$ cat src/rtl/net_activity_monitor_if.sv
// net_activity_monitor_if
// Purpose: groups the control, configuration and result signals of the
//          net activity monitor into one bundle.
// Signals:
//   I3028     monitored net (from the upstream trigger subcircuit)
//   start     one-cycle request to open a measurement window
//   abort     terminates an active window, wins over start
//   win_len   window length in cycles
//   rare_val  value of I3028 that counts as a rare hit
//   thresh    rare-hit alarm threshold, 0 disables the alarm
//   busy      window armed or monitoring
//   done      window finished, results stable
//   rare_cnt  saturating count of rare samples
//   tog_cnt   saturating count of I3028 transitions
//   alarm     sticky threshold alarm
// Modports: master drives requests/config, slave is the monitor itself.
interface net_activity_monitor_if;
    logic        I3028;
    logic        start;
    logic        abort;
    logic [15:0] win_len;
    logic        rare_val;
    logic [7:0]  thresh;
    logic        busy;
    logic        done;
    logic [7:0]  rare_cnt;
    logic [15:0] tog_cnt;
    logic        alarm;

    modport master (
        output I3028, start, abort, win_len, rare_val, thresh,
        input  busy, done, rare_cnt, tog_cnt, alarm
    );

    modport slave (
        input  I3028, start, abort, win_len, rare_val, thresh,
        output busy, done, rare_cnt, tog_cnt, alarm
    );
endinterface

$ cat src/rtl/net_activity_monitor.sv
// net_activity_monitor
// Purpose: measures activity of a single net over a programmable window.
//          It counts how often the net sits at a chosen "rare" value and
//          how often it toggles, and raises a sticky alarm when the rare
//          count reaches a threshold.
// Ports:
//   I1470_clk  clock, all state changes on the rising edge
//   I1477_rst  synchronous active-low reset
//   bus        net_activity_monitor_if slave modport (control, config,
//              monitored net and registered results)
module net_activity_monitor (
    input logic                   I1470_clk,
    input logic                   I1477_rst,
    net_activity_monitor_if.slave bus
);

    typedef enum logic [1:0] {
        IDLE,
        ARM,
        MONITOR,
        DONE
    } state_t;

    state_t      state;
    logic [15:0] remaining;
    logic        prev;
    logic [15:0] len_q;
    logic        rare_q;
    logic [7:0]  thresh_q;

    logic        busy;
    logic        done;
    logic [7:0]  rare_cnt;
    logic [15:0] tog_cnt;
    logic        alarm;

    logic        start_ok;
    logic        hit;
    logic        toggled;
    logic [7:0]  rare_next;
    logic [15:0] tog_next;

    // Next counter values for a MONITOR sample; both counters stop at
    // all-ones instead of wrapping.
    always_comb begin
        start_ok  = bus.start && !bus.abort && (state == IDLE || state == DONE);
        hit       = (bus.I3028 == rare_q);
        toggled   = (bus.I3028 != prev);
        rare_next = rare_cnt;
        tog_next  = tog_cnt;
        if (hit && rare_cnt != 8'hFF) begin
            rare_next = rare_cnt + 8'd1;
        end
        if (toggled && tog_cnt != 16'hFFFF) begin
            tog_next = tog_cnt + 16'd1;
        end
    end

    // Window FSM. Priority: reset, accepted start, abort, normal sequencing.
    // busy/done are registered alongside the state so they track it exactly.
    always_ff @(posedge I1470_clk) begin
        if (!I1477_rst) begin
            state     <= IDLE;
            remaining <= 16'd0;
            prev      <= 1'b0;
            len_q     <= 16'd0;
            rare_q    <= 1'b0;
            thresh_q  <= 8'd0;
            busy      <= 1'b0;
            done      <= 1'b0;
            rare_cnt  <= 8'd0;
            tog_cnt   <= 16'd0;
            alarm     <= 1'b0;
        end else if (start_ok) begin
            len_q    <= bus.win_len;
            rare_q   <= bus.rare_val;
            thresh_q <= bus.thresh;
            rare_cnt <= 8'd0;
            tog_cnt  <= 16'd0;
            alarm    <= 1'b0;
            if (bus.win_len == 16'd0) begin
                // An empty window completes immediately without arming.
                state <= DONE;
                busy  <= 1'b0;
                done  <= 1'b1;
            end else begin
                state <= ARM;
                busy  <= 1'b1;
                done  <= 1'b0;
            end
        end else if (bus.abort && state != IDLE) begin
            // Results are deliberately left in place for inspection.
            state <= IDLE;
            busy  <= 1'b0;
            done  <= 1'b0;
        end else begin
            case (state)
                ARM: begin
                    // The net value seen here is the reference for the
                    // first toggle comparison.
                    remaining <= len_q;
                    prev      <= bus.I3028;
                    state     <= MONITOR;
                end
                MONITOR: begin
                    rare_cnt  <= rare_next;
                    tog_cnt   <= tog_next;
                    prev      <= bus.I3028;
                    remaining <= remaining - 16'd1;
                    // Comparing the next value lets alarm rise together
                    // with the count that reaches the threshold.
                    if (thresh_q != 8'd0 && rare_next == thresh_q) begin
                        alarm <= 1'b1;
                    end
                    if (remaining == 16'd1) begin
                        state <= DONE;
                        busy  <= 1'b0;
                        done  <= 1'b1;
                    end
                end
                default: begin
                end
            endcase
        end
    end

    assign bus.busy     = busy;
    assign bus.done     = done;
    assign bus.rare_cnt = rare_cnt;
    assign bus.tog_cnt  = tog_cnt;
    assign bus.alarm    = alarm;

endmodule

$ cat src/flat_wrapper.sv
// flat-port wrapper written by rule: the top's interface ports become plain ports
module net_activity_monitor_flat 
  (I1470_clk, I1477_rst, bus_I3028, bus_start, bus_abort, bus_win_len, bus_rare_val, bus_thresh, bus_busy, bus_done, bus_rare_cnt, bus_tog_cnt, bus_alarm);
  net_activity_monitor_if bus_i ();
  input logic I1470_clk;
  input logic I1477_rst;
  input wire logic [$bits(bus_i.I3028)-1:0] bus_I3028;
  input wire logic [$bits(bus_i.start)-1:0] bus_start;
  input wire logic [$bits(bus_i.abort)-1:0] bus_abort;
  input wire logic [$bits(bus_i.win_len)-1:0] bus_win_len;
  input wire logic [$bits(bus_i.rare_val)-1:0] bus_rare_val;
  input wire logic [$bits(bus_i.thresh)-1:0] bus_thresh;
  output wire logic [$bits(bus_i.busy)-1:0] bus_busy;
  output wire logic [$bits(bus_i.done)-1:0] bus_done;
  output wire logic [$bits(bus_i.rare_cnt)-1:0] bus_rare_cnt;
  output wire logic [$bits(bus_i.tog_cnt)-1:0] bus_tog_cnt;
  output wire logic [$bits(bus_i.alarm)-1:0] bus_alarm;
  assign bus_i.I3028 = bus_I3028;
  assign bus_i.start = bus_start;
  assign bus_i.abort = bus_abort;
  assign bus_i.win_len = bus_win_len;
  assign bus_i.rare_val = bus_rare_val;
  assign bus_i.thresh = bus_thresh;
  assign bus_busy = bus_i.busy;
  assign bus_done = bus_i.done;
  assign bus_rare_cnt = bus_i.rare_cnt;
  assign bus_tog_cnt = bus_i.tog_cnt;
  assign bus_alarm = bus_i.alarm;
  net_activity_monitor u_core (.I1470_clk(I1470_clk), .I1477_rst(I1477_rst), .bus(bus_i));
endmodule
$ cat config.mk
export PLATFORM = sky130hd
export DESIGN_NAME = net_activity_monitor_flat
export DESIGN_NICKNAME = d
export VERILOG_FILES = /design/src/rtl/net_activity_monitor_if.sv /design/src/rtl/net_activity_monitor.sv /design/src/flat_wrapper.sv
export SDC_FILE = /design/constraint.sdc
export NUM_CORES = 1
export LEC_CHECK = 0
export BUFFER_PORTS_ARGS = -buffer_cell sky130_fd_sc_hd__buf_2
export CAP_MARGIN = 30
export CORE_ASPECT_RATIO = 0.8
export CORE_MARGIN = 8
export CORE_UTILIZATION = 51
export DETAILED_ROUTE_END_ITERATION = 8
export GPL_ROUTABILITY_DRIVEN = 1
export GPL_TIMING_DRIVEN = 0
export PLACE_DENSITY = 0.81
export SLEW_MARGIN = 5
export SYNTH_ARGS = -nofsm -noshare
export SYNTH_HDL_FRONTEND = slang
export SYNTH_SLANG_ARGS = --single-unit
export TNS_END_PERCENT = 100
$ cat constraint.sdc
create_clock -name I1470_clk -period 1.9 [get_ports I1470_clk]
set_input_delay 0.095 -clock I1470_clk [delete_from_list [all_inputs] [get_ports I1470_clk]]
set_output_delay 0.095 -clock I1470_clk [all_outputs]
set_load 0.005 [all_outputs]
==> key figures, run 1 <==
Power
  • Comb pwr share: ~48%
  • P_leak: 1.934 nW
  • Cell internal pwr: 3.528 mW
  • Clock power share: 19.8%
  • Switch share: between 40% and 50%
  • Max VDD drop: about 840 uV
  • Flop pwr share: around a third
  • P_sw: 2.647 mW
  • PwrDens: ~1300 nW/um2

Drt
  • DRC: 0
  • WL per Instance: ~17 um
  • TritonRoute pass-1 iters: 5
  • First DRT Iteration DRCs: just under 400
  • Final WL: ~11 mm
  • Vias per cell: ~6
  • Routed Antenna Nets: 0
  • Total number of vias: 3929

Yosys
  • Largest area contributor in the netlist: dfxtp_1
  • Register area share after synthesis: a little under 40%
  • Top post-synthesis cells by area: dfxtp_1 40%, nand2_1 9.1%, a21oi_1 6.3%
  • Ys Warns: 0
  • Synth Flop Type: dfxtp_1
  • Yosys cell types: 50
  • Share of the synthesized area in the top cell type: 39.55%
  • Mapped Nets: 503
  • Post-Syn Area: about 3600 um2
  • Yosys reg bits: 71
  • Async set or reset register ratio after synthesis: 0%
  • Post-Syn Instances: 466
  • Post-synth EDFFs: 0
  • Synthesized area per cell: 7.711 um2

Clock tree
  • Clock root cell: clkbuf_8
  • Max Root-Sink Buffers: 2
  • CTS tree: built
  • Clock Pin Slew Worst Setup and Hold Paths: 0.08 ns
  • Clk sinks: between 70 and 80
  • Clk_lat worst skew: approximately 0.37 ns
  • Depth of the CTS H-tree: 3
  • CTS buffer count: 9

Critical path
  • Crit. End Element: register
  • Data required time of the critical path: 2.19 ns
  • Crit Path Class: reg -> reg
  • CP Launch Type: register
  • Critical Path AT: between 2 and 2.5 ns
  • Critical path fanouts, max: 6

STA
  • Min Tclk post-route: about 1.9 ns
  • Clock skew: ~0.013 ns
  • Final worst setup slack: -0.01834 ns
  • Final Max Slew Viols: 0
  • Worst rel slew slack: about three fifths
  • RSZ-0062 raised after global routing: true
  • Final setup violating endpoints: 2
  • Worst-Margin Slew: about 0.57 ns
  • Setup TNS: -0.02977 ns
  • Achievable Freq: between 0.5 and 0.6 GHz
  • Crit share post-route: 101.0%
  • Final Hold Vio Count: 0

GRT
  • GR Overflow Total: 0
  • Initial antenna violation count: 0
  • Vias in the first global route: 3630
  • GRT Total Usage: ~21%
  • First-pass GRT wire length: about 17 mm
  • Largest net degree at the start of global routing: 14

Placed design
  • Port Buffer Count: 55
  • Post-Place Cells: ~600
  • Pre-CTS WS: -0.5027 ns
  • Half-perimeter wire length after placement: 7.056 mm
  • Final GP Congestion: 0.9234
  • DP Area: between 3000 and 4000 um2

Finish
  • Final instance area: approximately 4900 um2
  • # diodes: 0
  • Non-filler cells, final: roughly 670
  • Most frequent cells in the layout: 82 x nand2_1, 56 x buf_2, 54 x dfxtp_1
  • Area growth from synthesis to layout: 36.94%
  • Most common cell after layout, fill and taps aside: nand2_1
  • Share of cells above drive strength 1: around 28%
  • Fin nets: about 610

Run
  • Number of max-cap violations: 0

Floorplanning
  • Chip height: approximately 90 um
  • Die area: between 10000 and 15000 um2
  • Initial Util: between 50 and 60%
  • FP Rows: 27
  • Total core area: between 6000 and 7000 um2
  • Ports: 57
  • DIE WIDTH: around 110 um

Outcome
  • Failing checks: setup timing
  • Status: finished, violations left

Worst hold path
  • Hold Path Class: in -> reg
## state kept, by name (all words and copies together), names as in the netlist, 2 cells and up
| register | cells |
|---|---|
| u_core.bus.tog_cnt | 16 |
| u_core.len_q | 16 |
| u_core.remaining | 16 |
| u_core.bus.rare_cnt | 8 |
| u_core.thresh_q | 8 |
| u_core.state | 2 |
## power groups by stage
stage	Sequential, mW	Clock (mW)	Combinational, mW
after global routing	2.04	1.30	3.17
after floorplan	1.95	0	1.71
after global placement	1.99	0	2.18
final	2.02	1.23	2.93
after CTS	2.00	1.23	2.52
after detailed placement	2.00	0	2.26
## stage by stage
stage | total power, mW | hold WS (ns) | util, %
global route | 6.514 | 0.003815 | 71.76
finish | 6.175 | 0.01814 | 71.76
CTS | 5.752 | 0.0004886 | 68.20
detailed placement | 4.259 | 0.3443 | 58.27
global placement | 4.170 | 0.3379 | 58.27
floorplan | 3.658 | 0.2310 | -
## critical path: stages, from the launching register on
cell and delay, ns:
dfxtp_4 0.39, nand3_4 0.08, or3_4 0.43, buf_4 0.16, a2111oi_4 0.22, buf_4 0.20, nand2_1 0.07, xor2_1 0.15
nor2_1 0.14
## kinds of logic (layout without fill, tap and decap cells)
logic type	Yosys count	after routing	share of synthesized area, %
compound gates	100	100	17.41
xor+xnor	29	29	7.277
fa+ha+maj	7	7	2.437
buf+inv	39	152	4.143
flops	71	71	39.55
mux	7	7	1.950
simple gates	213	213	27.23
## path summary, 6_finish.rpt
check	to	slack, ns	depth (start not counted)	from
hold reg to reg	u_core.len_q[4]	0.46	2	u_core.len_q[4]
setup / recovery	u_core.bus.tog_cnt[12]	-0.02	8	u_core.bus.tog_cnt[3]
setup reg to reg	u_core.bus.tog_cnt[12]	-0.02	8	u_core.bus.tog_cnt[3]
hold / removal	u_core.thresh_q[7]	0.02	3	bus_thresh[7]
## Yosys cell counts (8+ instances only)
cell type / number
dfxtp_1: 71
nor2_1: 49
nor3_1: 20
nand3_1: 14
xnor2_1: 20
o21ai_0: 18
nand2_1: 87
nor4_1: 14
inv_1: 15
clkbuf_1: 22
xor2_1: 8
a21oi_1: 45
## routing by layer
layer	wire length, um	global-route usage (%)	vias up
met5	0	0	-
met4	382	8.642	0
met3	845	6.638	39
met2	5409	33.40	194
met1	4720	26.83	1843
li1	-	-	1853
## layout make-up
type	count	area [um2]
fillers	492	1937
clock buffers	10	127.6
clock inverters	6	68.82
plain buffers	22	156.4
inverters	15	56.30
flip-flops and latches	71	1455
repair buffers	99	666.9
multi-input cells	356	2281
well taps	87	108.9
## repair_timing
item	CTS	global route
hold endpoints to repair	23	0
pin swaps	7	10
hold buffers	23	0
setup endpoints to repair	70	52
cloned	0	1
setup buffers	4	16
gates resized for setup	60	40
(Power assumes the default switching activity.)
==> run 2: changes to the inputs <==
--- a/config.mk
+++ b/config.mk
@@ -11,7 +11,7 @@
 export CORE_MARGIN = 8
 export CORE_UTILIZATION = 51
 export DETAILED_ROUTE_END_ITERATION = 8
-export GPL_ROUTABILITY_DRIVEN = 1
+export GPL_ROUTABILITY_DRIVEN = 0
 export GPL_TIMING_DRIVEN = 0
 export PLACE_DENSITY = 0.81
 export SLEW_MARGIN = 5
==> constraint.sdc (replaced) <==
create_clock -name I1470_clk -period 1.9 [get_ports I1470_clk]
set_input_delay 0.38 -clock I1470_clk [delete_from_list [all_inputs] [get_ports I1470_clk]]
set_output_delay 0.38 -clock I1470_clk [all_outputs]
set_load 0.005 [all_outputs]
==> run 2 against run 1 <==
Net effect: the flow still finishes with violations (setup timing); setup slack worse by 0.017 ns; maximum frequency down 0.88%; hold slack better by 0.25 ns; final cell count down 3.6%; die area unchanged; total power down 5.0%; wire length down 8.5%; count of clock-buffer cells in the layout down 1; sequential power about the same; clock skew down 0.0049 ns; critical path type unchanged; critical endpoint is now u_core.bus.rare_cnt[6]; largest cell class unchanged; largest power group unchanged.
==> key figures, run 2 (synthesis gave the netlist of run 1 again) <==
Outcome
  • Status: finished, violations left
  • Failing checks: setup timing

Power
  • Flop pwr share: 34.2% (+1.5 points)
  • P_sw: 2.472 mW (-6.6%)
  • Comb pwr share: 45.8% (-1.7 points)
  • Clock power share: 20.0% (+0.2 points)
  • P_leak: 1.775 nW (-8.2%)
  • Total power: 5.864 mW (-5.0%)
  • Max VDD drop: 661.3 uV (-21%)
  • Cell internal pwr: 3.393 mW (-3.8%)
  • PwrDens: 1267 nW/um2 (+0.98%)
  • Switch share: 42.15% (-0.72 points)

STA
  • Achievable Freq: 0.5167 GHz (-0.88%)
  • Clock skew: 0.007904 ns (-0.004884 ns)
  • Worst rel slew slack: 61.91% (+0.18 points)
  • Final worst setup slack: -0.03532 ns (-0.01698 ns)
  • Crit share post-route: 101.9% (+0.89 points)
  • Final setup violating endpoints: 3 (+1)
  • RSZ-0062 raised after global routing: true
  • Min Tclk post-route: 1.935 ns (+0.01698 ns)
  • Final Hold Vio Count: 0 (unchanged)
  • Worst hold slack: 0.2639 ns (+0.2458 ns)
  • Worst-Margin Slew: 0.5714 ns (-0.002673 ns)
  • Final Max Slew Viols: 0 (unchanged)

Floorplanning
  • FP Rows: 27 (unchanged)
  • Initial Util: 52.40% (unchanged)
  • Die area: 10010 um2 (unchanged)
  • Chip height: 91.08 um (unchanged)
  • Total core area: 6858 um2 (unchanged)
  • Ports: 57 (unchanged)
  • DIE WIDTH: 109.9 um (unchanged)

Critical path
  • Reg-to-reg critical path endpoint: u_core.bus.rare_cnt[6]
  • CP Launch Type: register
  • Worst reg2reg setup slack: -0.04 ns (-0.02 ns)
  • Setup crit start: u_core.rare_q
  • Critical Path AT: 2.16 ns (-0.05 ns)
  • Reg2Reg Launch Point: u_core.rare_q
  • Data required time of the critical path: 2.13 ns (-0.06 ns)
  • Crit Path Class: reg -> reg
  • FF-to-FF path depth: 10 (+2)
  • Critical path fanouts, max: 7 (+1)
  • Crit. End Element: register

GRT
  • Vias in the first global route: 3481 (-4.1%)
  • First-pass GRT wire length: 16.25 mm (-6.4%)
  • Largest net degree at the start of global routing: 13 (-1)
  • GR Overflow Total: 0 (unchanged)
  • GRT Total Usage: 19.84% (-1.6 points)
  • Initial antenna violation count: 0 (unchanged)

Drt
  • Total number of vias: 3751 (-4.5%)
  • Routed Antenna Nets: 0 (unchanged)
  • First DRT Iteration DRCs: 245 (-37%)
  • WL per Instance: 16.19 um (-5.1%)
  • Met3 WL: 710 um (-16%)
  • Final WL: 10.39 mm (-8.5%)
  • TritonRoute pass-1 iters: 5 (unchanged)
  • DRC: 0 (unchanged)
  • Met2 wire len: 4.861 mm (-10%)
  • Vias per cell: 5.843 (-0.96%)
  • Routed length on met1: 4.614 mm (-2.2%)
  • Max Used Layer: met4

Finish
  • Non-filler cells, final: 642 (-3.6%)
  • Area growth from synthesis to layout: 28.80%
  • Largest registers: u_core.bus.tog_cnt x16, u_core.len_q x16, u_core.remaining x16
  • Most common cell after layout, fill and taps aside: nand2_1
  • Filler cells: 544 (+11%)
  • # diodes: 0 (unchanged)
  • Share of cells above drive strength 1: 29.19% (+1.2 points)
  • Most frequent cells in the layout: 81 x nand2_1, 56 x buf_2, 54 x dfxtp_1
  • Fin nets: 588 (-3.8%)
  • Util after Layout: 67.49% (-4.3 points)

Clock tree
  • CTS buffer count: 9 (unchanged)
  • Depth of the CTS H-tree: 3 (unchanged)
  • Clock Pin Slew Worst Setup and Hold Paths: 0.08 ns (about the same)
  • Max Root-Sink Buffers: 2 (unchanged)
  • Clk_lat worst skew: 0.35 ns (-0.02 ns)
  • CTS tree: built
  • Clock root cell: clkbuf_8
  • Clk sinks: 71 (unchanged)

Worst hold path
  • Hold path endpoint: u_core.thresh_q[0]
  • Hold Crit Start: bus_thresh[0]
  • Hold Path Class: in -> reg
  • WHS Path Cells: 3 (unchanged)

Placed design
  • Port Buffer Count: 55 (unchanged)
  • Half-perimeter wire length after placement: 7.028 mm (-0.40%)
  • Post-Place Cells: 608 (unchanged)

Run
  • Number of max-cap violations: 0 (unchanged)
-- run 2: metrics by stage --
stage	setup slack, ns	instance area [um2]	setup TNS [ns]
3_5_place_dp	-0.5370	3996	-19.36
4_1_cts	-0.01278	4464	-0.01278
3_3_place_gp	-0.3982	3996	-14.84
2_1_floorplan	-0.008723	3612	-0.008723
5_1_grt	-0.09640	4628	-0.3292
6_report	-0.03532	4628	-0.06643
-- run 2: worst max-delay path by stage --
| stage | slack [ns] | cells after the start | end |
|---|---|---|---|
| 2_1_floorplan | -0.009 | 8 | u_core.state[0] |
| 3_3_place_gp | -0.40 | 6 | u_core.len_q[10] |
| 3_5_place_dp | -0.54 | 6 | u_core.thresh_q[5] |
| 4_1_cts | -0.01 | 9 | u_core.bus.rare_cnt[4] |
| 5_1_grt | -0.1 | 6 | u_core.bus.alarm |
| 6_report | -0.04 | 10 | u_core.bus.rare_cnt[6] |
-- run 2: critical path, stage by stage (launching register included) --
cell	delay, ns
dfxtp_4	0.39
xor2_4	0.29
nor3_2	0.11
buf_4	0.14
buf_4	0.12
buf_4	0.12
buf_4	0.12
buf_4	0.12
buf_4	0.13
a31oi_1	0.20
nor3_1	0.09
-- run 2: what timing repair did --
action                     4_1_cts  5_1_grt
pin swaps                        7       10
resized for setup               55       39
setup endpoints to repair       70       39
gates cloned                     0        1
hold buffers                     0        0
setup buffers                   11        9
-- run 2: final cells by class --
class	count	area (um2)	area share, %
Timing Repair Buffer	76	432.9	9.354
Buffer	22	147.6	3.190
Clock inverter	6	62.56	1.352
Sequential cell	71	1460	31.55
Tap cell	87	108.9	2.352
Clock buffer	9	123.9	2.676
Multi-Input combinational cell	356	2236	48.31
Inverter	15	56.30	1.217
-- run 2: power by group through the flow --
stage	combinational, mW	sequential [mW]	clock (mW)
final	2.68	2.01	1.17
after global placement	2.18	1.99	0
after detailed placement	2.24	2.00	0
after floorplan	1.71	1.95	0
after CTS	2.46	1.99	1.18
after global routing	2.95	2.04	1.23
-- run 2: layer usage --
| metal | up-vias | GRT usage [%] |
|---|---|---|
| met5 | - | 0 |
| met4 | 0 | 7.520 |
| met3 | 21 | 4.449 |
| met2 | 169 | 30.11 |
| met1 | 1756 | 26.58 |
| li1 | 1805 | - |
